### src/rtl/oscill_capture_writer.sv
// Oscilloscope capture writer: packs ADC sample pairs into words and
// streams them through a small FIFO to an Avalon-MM circular buffer.
module oscill_capture_writer #(
  parameter int ADDR_W = 17,
  parameter int DEPTH  = 80000,
  parameter int FIFO_D = 4
) (
  input  logic              clk,
  input  logic              reset_n,
  input  logic              start,
  input  logic              abort,
  input  logic [15:0]       adc_data,
  input  logic              adc_valid,
  input  logic [15:0]       trig_level,
  input  logic              trig_rising,
  input  logic [ADDR_W-1:0] pre_len,
  input  logic [ADDR_W-1:0] post_len,
  output logic [ADDR_W-1:0] avm_address,
  output logic [3:0]        avm_byteenable,
  output logic              avm_write,
  output logic [31:0]       avm_writedata,
  input  logic              avm_waitrequest,
  output logic              busy,
  output logic              done,
  output logic [ADDR_W-1:0] trig_word,
  output logic              overflow
);

  localparam int PW = (FIFO_D > 1) ? $clog2(FIFO_D) : 1;
  localparam int CW = $clog2(FIFO_D + 1);
  localparam logic [ADDR_W-1:0] A_LAST = ADDR_W'(DEPTH - 1);
  localparam logic [PW-1:0] P_LAST = PW'(FIFO_D - 1);
  localparam logic [CW-1:0] F_FULL = CW'(FIFO_D);

  typedef enum logic [2:0] {
    IDLE,
    PRE,
    ARMED,
    POST,
    DRAIN
  } state_t;

  state_t state_q, state_d;

  logic [15:0] level_q, level_d;
  logic        rising_q, rising_d;
  logic [ADDR_W-1:0] pre_q, pre_d;
  logic [ADDR_W-1:0] post_q, post_d;
  logic [ADDR_W-1:0] wptr_q, wptr_d;
  logic [ADDR_W-1:0] cnt_q, cnt_d;
  logic [ADDR_W-1:0] trig_q, trig_d;
  logic        half_q, half_d;
  logic [15:0] lo_q, lo_d;
  logic [15:0] prev_q, prev_d;
  logic        prev_v_q, prev_v_d;
  logic        abort_q, abort_d;
  logic        done_q, done_d;
  logic        ovf_q, ovf_d;

  logic [PW-1:0] rd_q, rd_d;
  logic [PW-1:0] wr_q, wr_d;
  logic [CW-1:0] fcnt_q, fcnt_d;

  logic [31:0]       mem_d_q [FIFO_D];
  logic [ADDR_W-1:0] mem_a_q [FIFO_D];

  logic f_empty;
  logic f_full;
  logic pop;
  logic capt;
  logic abort_hit;
  logic start_hit;
  logic smp;
  logic word;
  logic push;
  logic hit;
  logic [ADDR_W-1:0] wptr_nx;

  function automatic logic [PW-1:0] p_inc(
    input logic [PW-1:0] p
  );
    return (p == P_LAST) ? '0 : p + PW'(1);
  endfunction

  assign f_empty   = (fcnt_q == '0);
  assign f_full    = (fcnt_q == F_FULL);
  assign pop       = !f_empty && !avm_waitrequest;
  assign capt      = (state_q == PRE) ||
                     (state_q == ARMED) ||
                     (state_q == POST);
  assign abort_hit = abort && capt;
  assign start_hit = start && (state_q == IDLE);
  assign smp       = capt && !abort_hit && adc_valid;
  assign word      = smp && half_q;
  assign push      = word && (!f_full || pop);
  assign wptr_nx   = (wptr_q == A_LAST) ? '0 : wptr_q + ADDR_W'(1);

  always_comb begin
    hit = 1'b0;
    if (state_q == ARMED && smp && prev_v_q) begin
      if (rising_q)
        hit = (prev_q < level_q) && (adc_data >= level_q);
      else
        hit = (prev_q > level_q) && (adc_data <= level_q);
    end
  end

  always_comb begin
    state_d  = state_q;
    level_d  = level_q;
    rising_d = rising_q;
    pre_d    = pre_q;
    post_d   = post_q;
    wptr_d   = wptr_q;
    cnt_d    = cnt_q;
    trig_d   = trig_q;
    half_d   = half_q;
    lo_d     = lo_q;
    prev_d   = prev_q;
    prev_v_d = prev_v_q;
    abort_d  = abort_q;
    done_d   = done_q;
    ovf_d    = ovf_q;

    if (start_hit) begin
      level_d  = trig_level;
      rising_d = trig_rising;
      pre_d    = pre_len;
      post_d   = post_len;
      wptr_d   = '0;
      cnt_d    = '0;
      half_d   = 1'b0;
      prev_v_d = 1'b0;
      abort_d  = 1'b0;
      done_d   = 1'b0;
      ovf_d    = 1'b0;
      state_d  = PRE;
    end

    if (smp) begin
      prev_d   = adc_data;
      prev_v_d = 1'b1;
      half_d   = !half_q;
      if (!half_q) lo_d = adc_data;
    end

    // dropped words still consume an address slot
    if (word) begin
      wptr_d = wptr_nx;
      if (!push) ovf_d = 1'b1;
    end

    unique case (state_q)
      PRE: begin
        if (pre_q == '0) begin
          state_d = ARMED;
        end else if (word) begin
          cnt_d = cnt_q + ADDR_W'(1);
          if (cnt_q == pre_q - ADDR_W'(1)) begin
            cnt_d   = '0;
            state_d = ARMED;
          end
        end
      end
      ARMED: begin
        if (hit) begin
          trig_d = wptr_q;
          if (!word) begin
            cnt_d   = '0;
            state_d = POST;
          end else if (post_q == '0) begin
            state_d = DRAIN;
          end else begin
            cnt_d   = ADDR_W'(1);
            state_d = POST;
          end
        end
      end
      POST: begin
        if (word) begin
          cnt_d = cnt_q + ADDR_W'(1);
          if (cnt_q == post_q) state_d = DRAIN;
        end
      end
      DRAIN: begin
        if (f_empty) begin
          state_d = IDLE;
          done_d  = !abort_q;
        end
      end
      default: ;
    endcase

    if (abort_hit) begin
      state_d = DRAIN;
      abort_d = 1'b1;
      half_d  = 1'b0;
    end
  end

  always_comb begin
    rd_d   = pop  ? p_inc(rd_q) : rd_q;
    wr_d   = push ? p_inc(wr_q) : wr_q;
    fcnt_d = fcnt_q;
    unique case ({push, pop})
      2'b10:   fcnt_d = fcnt_q + CW'(1);
      2'b01:   fcnt_d = fcnt_q - CW'(1);
      default: fcnt_d = fcnt_q;
    endcase
    // on abort keep only a head that is stuck in a stalled write
    if (abort_hit) begin
      rd_d = rd_q;
      if (!f_empty && avm_waitrequest) begin
        fcnt_d = CW'(1);
        wr_d   = p_inc(rd_q);
      end else begin
        fcnt_d = '0;
        wr_d   = rd_q;
      end
    end
  end

  always_ff @(posedge clk or negedge reset_n) begin
    if (!reset_n) begin
      state_q  <= IDLE;
      level_q  <= '0;
      rising_q <= 1'b0;
      pre_q    <= '0;
      post_q   <= '0;
      wptr_q   <= '0;
      cnt_q    <= '0;
      trig_q   <= '0;
      half_q   <= 1'b0;
      lo_q     <= '0;
      prev_q   <= '0;
      prev_v_q <= 1'b0;
      abort_q  <= 1'b0;
      done_q   <= 1'b0;
      ovf_q    <= 1'b0;
      rd_q     <= '0;
      wr_q     <= '0;
      fcnt_q   <= '0;
    end else begin
      state_q  <= state_d;
      level_q  <= level_d;
      rising_q <= rising_d;
      pre_q    <= pre_d;
      post_q   <= post_d;
      wptr_q   <= wptr_d;
      cnt_q    <= cnt_d;
      trig_q   <= trig_d;
      half_q   <= half_d;
      lo_q     <= lo_d;
      prev_q   <= prev_d;
      prev_v_q <= prev_v_d;
      abort_q  <= abort_d;
      done_q   <= done_d;
      ovf_q    <= ovf_d;
      rd_q     <= rd_d;
      wr_q     <= wr_d;
      fcnt_q   <= fcnt_d;
    end
  end

  always_ff @(posedge clk or negedge reset_n) begin
    if (!reset_n) begin
      for (int i = 0; i < FIFO_D; i++) begin
        mem_d_q[i] <= '0;
        mem_a_q[i] <= '0;
      end
    end else if (push) begin
      mem_d_q[wr_q] <= {adc_data, lo_q};
      mem_a_q[wr_q] <= wptr_q;
    end
  end

  assign avm_write      = !f_empty;
  assign avm_address    = mem_a_q[rd_q];
  assign avm_writedata  = mem_d_q[rd_q];
  assign avm_byteenable = 4'hF;
  assign busy           = (state_q != IDLE);
  assign done           = done_q;
  assign trig_word      = trig_q;
  assign overflow       = ovf_q;

endmodule

### config.mk
export PLATFORM = sky130hd
export DESIGN_NAME = oscill_capture_writer
export DESIGN_NICKNAME = d
export VERILOG_FILES = /design/src/rtl/oscill_capture_writer.sv
export SDC_FILE = /design/constraint.sdc
export NUM_CORES = 1
export LEC_CHECK = 0
export CAP_MARGIN = 10
export CORE_ASPECT_RATIO = 0.7
export CORE_MARGIN = 5
export CORE_UTILIZATION = 50
export CTS_CLUSTER_SIZE = 16
export DETAILED_ROUTE_END_ITERATION = 6
export PLACE_DENSITY = 0.71
export SYNTH_ARGS = -nofsm -noshare
export SYNTH_HDL_FRONTEND = slang
export SYNTH_SLANG_ARGS = --single-unit
export TNS_END_PERCENT = 30
### constraint.sdc
create_clock -name clk -period 3.3 [get_ports clk]
set_input_delay 0.99 -clock clk [delete_from_list [all_inputs] [get_ports clk]]
set_output_delay 0.99 -clock clk [all_outputs]
set_load 0.02 [all_outputs]
==> flow_summary.yaml, run 1 <==
flow_run:
  drv_cap: 0
layout:
  final_common_cell: "dfrtp_1"
  nets: 1729
  final_cell_mix: "dfrtp_1 (343), mux2_2 (237), nand2_1 (181)"
  areaGrowthSynthToFinish_pct: 22.6
  final_cells: 2072
  n_antenna_cell: 0
  fillCellCount: 2637
  drive_above_1_share_pct: 28.5
yosys:
  synth_edf_count: 0
  yosysTopAreaCellShare_pct: 50.9
  synth_area_leaders: "dfrtp_1 (51%), mux2_2 (16%), mux4_2 (6.5%)"
  yosysTopAreaCell: "dfrtp_1"
  synthArstFlopShare_pct: 100
  synth_cell_types: 70
  synth_warnings: 0
  synth_flop_cell: "dfrtp_1"
  synth.avg_cell_area_um2: 11.7
  synth-seq-cells: 345
  ys_seq_area_share_pct: 50.9
  netlist_area_um2: 16900
  syn-instance-count: 1444
sta:
  fmax_mhz: 307
  final.setup.tns_ns: 0
  relSlewSlack_pct: 40.3
  tightest_slew_ns: 0.889
  fin_worst_skew_ns: 0.0205
  timing.final.ws_setup_ns: 0.0395
  hold_viol: 0
  period_share_pct: 98.8
  period_minus_slack_ns: 3.26
  drv_slew: 0
  setup_viol: 0
global_route:
  grt_max_degree: 74
  grt_pass1_wl_um: 70300
  grt.total_usage_pct: 23.2
  overflow: 0
  antenna_found_initial: 1
  grt_pass1_vias: 12600
clocking:
  clk_pin_slew_worst_paths_ns: 0.07
  clock_path_buffers: 3
  clock_latency_ns: 0.53
  cts_root_buf: "clkbuf_16"
  cts_made_buffers: 34
  cts.htree.levels: 2
  cts_tree: "built"
  clock_sinks: 345
die:
  dieWidth_um: 230
  start_util_pct: 50.6
  die-area_um2: 37700
  coreArea_um2: 33500
  top_level_ports: 147
  rows: 56
  die_h_um: 164
routing:
  firstDrtPassIters: 5
  drt_iter0_drc: 924
  drt-total-wl_um: 43600
  drc_errors: 0
  via_per_inst: 5.88
  vias: 12200
  ant_nets: 0
  wl_per_cell_um: 21.1
pwr:
  cellPowerDensity_nw_per_um2: 723
  ir_worst_vdd_mv: 0.379
  leakagePower_nw: 10.1
  power_mw: 15.0
setup_path:
  slowest_delay_ns: 0.36
  cpMostUsedCell: "buf_4"
  crit_path_max_fanout: 4
  crit_path_end_kind: "flop"
  criticalPathCategory: "input pin to flop"
  crit_chain: "dlygate4sd2_1, ha_4, a21oi_2, o21ai_2, a221o_1, or3_4, a2111oi_4, buf_4, o21ai_4, buf_12, buf_4, buf_4, o211ai_1, nand4_1"
  ff2ff_setup_slack_ns: 0.06
  cp.required_ns: 3.69
  crit_arrival_ns: 3.65
  start_kind: "input pin"
  crit_slowest_cell: "or3_4"
outcome:
  outcome: "finished, final reports clean"
min_path:
  min_path_type: "input pin to asynchronous set/reset pin"
placement:
  placed_cells: 2005
  hpwl_um: 29800
  place.gp.congestion: 0.918
  place_ws_ns: -0.867
  io_buffers: 142
==> state kept, by name, summed over array words and instances, names as in the netlist <==
name and cells:
mem_d_q 128, mem_a_q 68, cnt_q 17, post_q 17
pre_q 17, trig_word 17, wptr_q 17, level_q 16
lo_q 16, prev_q 16, fcnt_q 3, state_q 3
rd_q 2, wr_q 2, abort_q 1, done 1
half_q 1, overflow 1, prev_v_q 1, rising_q 1
==> area by class of cell <==
| cell class | instances | area [um2] | area share, % |
|---|---|---|---|
| timing repair buffer | 227 | 2330 | 11.2 |
| sequential | 345 | 8640 | 41.6 |
| tap | 435 | 544 | 2.62 |
| multi-input combinational | 971 | 8030 | 38.6 |
| clock inverter | 11 | 150 | 0.723 |
| inverter | 36 | 135 | 0.650 |
| clock buffer | 47 | 950 | 4.57 |
==> routing by layer <==
metal  vias to the layer above  track usage [%]  wire length, um
li1                       5527                -                -
met1                      6227             34.3            19900
met2                       369             36.8            20300
met3                        50             4.08             2870
met4                         2             4.24              546
met5                         -                0               11
==> timing repair <==
action / CTS / global route
hold buffers: 0 / 0
resized for setup: 88 / 23
gates cloned: 3 / 0
buffers inserted: 4 / 2
setup endpoints to repair: 86 / 22
pin swaps: 20 / 6
==> per-stage QoR <==
step / hold slack, ns / utilization (%) / instance area (um2)
2_1_floorplan: 0.441 / - / 17000
3_3_place_gp: 0.453 / 57.9 / 19400
3_5_place_dp: 0.465 / 57.9 / 19400
4_1_cts: 0.400 / 61.7 / 20700
5_1_grt: 0.414 / 62.0 / 20800
6_report: 0.401 / 62.0 / 20800
==> where the power goes <==
part | leakage, nW | internal (mW) | switching [mW]
registers | 4.64 | 5.14 | 0.855
clock network | 0.534 | 2.26 | 1.64
logic | 4.89 | 2.42 | 2.72
==> synth_stat cells (all sizes together) (15+ instances only) <==
cell,number
nor2,60
nand2,185
inv,36
buf,38
ha,40
nor4,17
nand4,20
clkbuf,57
mux2,237
o21ai,83
dfrtp,345
nand3,28
nor3,28
xor2,24
xnor2,24
a21oi,40
and3,15
mux4,49
==> critical path, delay by kind of cell <==
kind	cells	cell delay, ns
buf+inv	5	0.89
fa+ha+maj	1	0.23
compound gates	6	1.03
simple gates	2	0.48
==> kinds of logic (layout without fill, tap and decap cells) <==
logic type | Yosys count | after routing | synth area share, %
simple gates | 385 | 385 | 10.5
flops | 345 | 345 | 50.9
mux | 287 | 287 | 22.3
compound gates | 206 | 206 | 7.63
buf+inv | 131 | 321 | 3.06
xor+xnor | 48 | 48 | 2.48
fa+ha+maj | 41 | 41 | 3.07
other cells | 1 | 4 | 0.0221
==> path summary, 6_finish.rpt <==
| path | depth (start not counted) | startpoint | end |
|---|---|---|---|
| max | 14 | adc_data[7] | cnt_q[1] |
| min | 1 | reset_n | mem_d_q[103] |
| max reg2reg | 13 | level_q[15] | cnt_q[1] |
| min reg2reg | 1 | abort_q | abort_q |
| max in group asynchronous | 3 | reset_n | post_q[11] |
| min in group clk | 1 | abort_q | abort_q |
No activity file was read; power rests on OpenSTA's default activity.
==> run 2: changes to the inputs <==
--- a/config.mk
+++ b/config.mk
@@ -15,4 +15,4 @@
 export SYNTH_ARGS = -nofsm -noshare
 export SYNTH_HDL_FRONTEND = slang
 export SYNTH_SLANG_ARGS = --single-unit
-export TNS_END_PERCENT = 30
+export TNS_END_PERCENT = 5
==> run 2 against run 1 <==
Effect of this change: the flow now finishes with violations (setup timing); utilization is essentially flat; non-clock buffer count down 2; first-iteration DRC count is 4.4% higher; worst hold slack better by 0.0027 ns; flip-flop and latch count is the same; clock skew shrank 0.0019 ns; die area is the same; global-route usage decreased by 0.083 points; sequential power about the same.
==> flow_summary.yaml, run 2 (synthesis results as in run 1) <==
outcome:
  outcome: "finished, violations left"
  violations: "setup timing"
layout:
  final_common_cell: "dfrtp_1"
  largest_register_ffs: 128
  final_cell_mix: "dfrtp_1 (343), mux2_2 (237), nand2_1 (181)"
  nets: 1727
  top_register: "mem_d_q"
  reg_top3: "mem_d_q: 128 flops, mem_a_q: 68 flops"
  n_antenna_cell: 0
  fillCellCount: 2624
  drive_above_1_share_pct: 28.7
  fin_area_um2: 20800
  areaGrowthSynthToFinish_pct: 22.7
sta:
  fmax_mhz: 298
  hold_viol: 0
  relSlewSlack_pct: 44.6
  period_minus_slack_ns: 3.36
  drv_slew: 0
  period_share_pct: 102
  fin_worst_skew_ns: 0.0186
  tightest_slew_ns: 0.825
  timing.final.ws_setup_ns: -0.0557
  setup_viol: 18
  rsz0062_at_grt: "yes"
global_route:
  grt_max_degree: 74
  grt_use_met3_pct: 4.08
  grt.total_usage_pct: 23.1
  grt_pass1_wl_um: 70100
  grt.busiest_layer: "met2"
  grtUsageMet2_pct: 36.6
  grt_pass1_vias: 12500
  met1_usage_pct: 34.2
  overflow: 0
  antenna_found_initial: 1
setup_path:
  crit_path_max_fanout: 4
  criticalPathCategory: "input pin to flop"
  ff2ff_setup_slack_ns: 0.13
  crit_path_end_kind: "flop"
  start_kind: "input pin"
  crit_arrival_ns: 3.74
  cp.required_ns: 3.68
die:
  die-area_um2: 37700
  start_util_pct: 50.6
  coreArea_um2: 33500
  dieWidth_um: 230
  top_level_ports: 147
  die_h_um: 164
  rows: 56
routing:
  vias: 12200
  drt-total-wl_um: 43900
  drt_iter0_drc: 965
  via_per_inst: 5.90
  drc_errors: 0
  firstDrtPassIters: 6
  wl_per_cell_um: 21.2
  ant_nets: 0
clocking:
  clock_latency_ns: 0.53
  clk_pin_slew_worst_paths_ns: 0.07
  cts_made_buffers: 34
  clock_path_buffers: 3
  cts_tree: "built"
  cts_root_buf: "clkbuf_16"
  hold_buffers: 0
  clock_sinks: 345
  cts.htree.levels: 2
placement:
  place_area_um2: 19400
  hpwl_um: 29800
  place.gp.congestion: 0.918
  io_buffers: 142
pwr:
  ir_worst_vdd_mv: 0.382
  leakagePower_nw: 10.1
  cellPowerDensity_nw_per_um2: 725
  power_mw: 15.1
flow_run:
  drv_cap: 0
min_path:
  min_path_type: "input pin to asynchronous set/reset pin"
==> run 2: worst paths after layout <==
kind                       depth (start not counted)           end         start
setup / recovery                                  13      cnt_q[1]  adc_data[13]
hold / removal                                     1  mem_d_q[103]       reset_n
setup reg to reg                                  13      cnt_q[1]   level_q[11]
hold reg to reg                                    1       abort_q       abort_q
max in group asynchronous                          3    post_q[11]       reset_n
min in group clk                                   1       abort_q       abort_q
==> run 2: critical path, cell delays in order <==
cell	delay [ns]
clkdlybuf4s15_1	0.30
ha_4	0.29
nand4_1	0.12
nor2_1	0.07
a221o_1	0.32
or3_4	0.43
a2111oi_4	0.34
buf_4	0.19
o21ai_4	0.11
buf_6	0.14
buf_4	0.13
o211ai_1	0.16
nand4_1	0.13
==> run 2: what timing repair did <==
action	4_1_cts	5_1_grt
gates cloned	3	0
buffers inserted	1	3
pin swaps	9	16
hold endpoints to repair	0	0
gates resized for setup	68	53
endpoints found under the setup margin	86	42
==> run 2: metrics by stage <==
| step | instances | hold WS (ns) | utilization (%) | setup WS [ns] | setup TNS, ns |
|---|---|---|---|---|---|
| after floorplan | 1447 | 0.441 | - | -0.0303 | -0.350 |
| after global placement | 2005 | 0.453 | 57.9 | -0.835 | -27.73 |
| after detailed placement | 2005 | 0.465 | 57.9 | -0.867 | -29.04 |
| after CTS | 2067 | 0.400 | 61.5 | -0.130 | -2.06 |
| after global routing | 2070 | 0.414 | 62.1 | -0.0795 | -1.11 |
| final | 2070 | 0.404 | 62.1 | -0.0557 | -0.490 |
==> run 2: where the power goes <==
part	internal, mW	total [mW]	switching [mW]
clock	2.26	3.89	1.64
sequential	5.14	6.00	0.865
combinational	2.43	5.18	2.75
==> run 2: area by class of cell <==
cell class	count	area, um2	share of cell area (%)
clock inverter	11	150	0.722
tap	435	544	2.62
sequential	345	8640	41.6
inverter	36	135	0.650
clock buffer	47	950	4.57
timing repair buffer	225	2320	11.1
multi-input combinational	971	8050	38.7
==> run 2: metal layers <==
| layer | part of all wire (%) | up-vias |
|---|---|---|
| li1 | - | 5521 |
| met1 | 45 | 6232 |
| met2 | 47 | 399 |
| met3 | 6.7 | 63 |
| met4 | 1.5 | 2 |
| met5 | 0.025 | - |
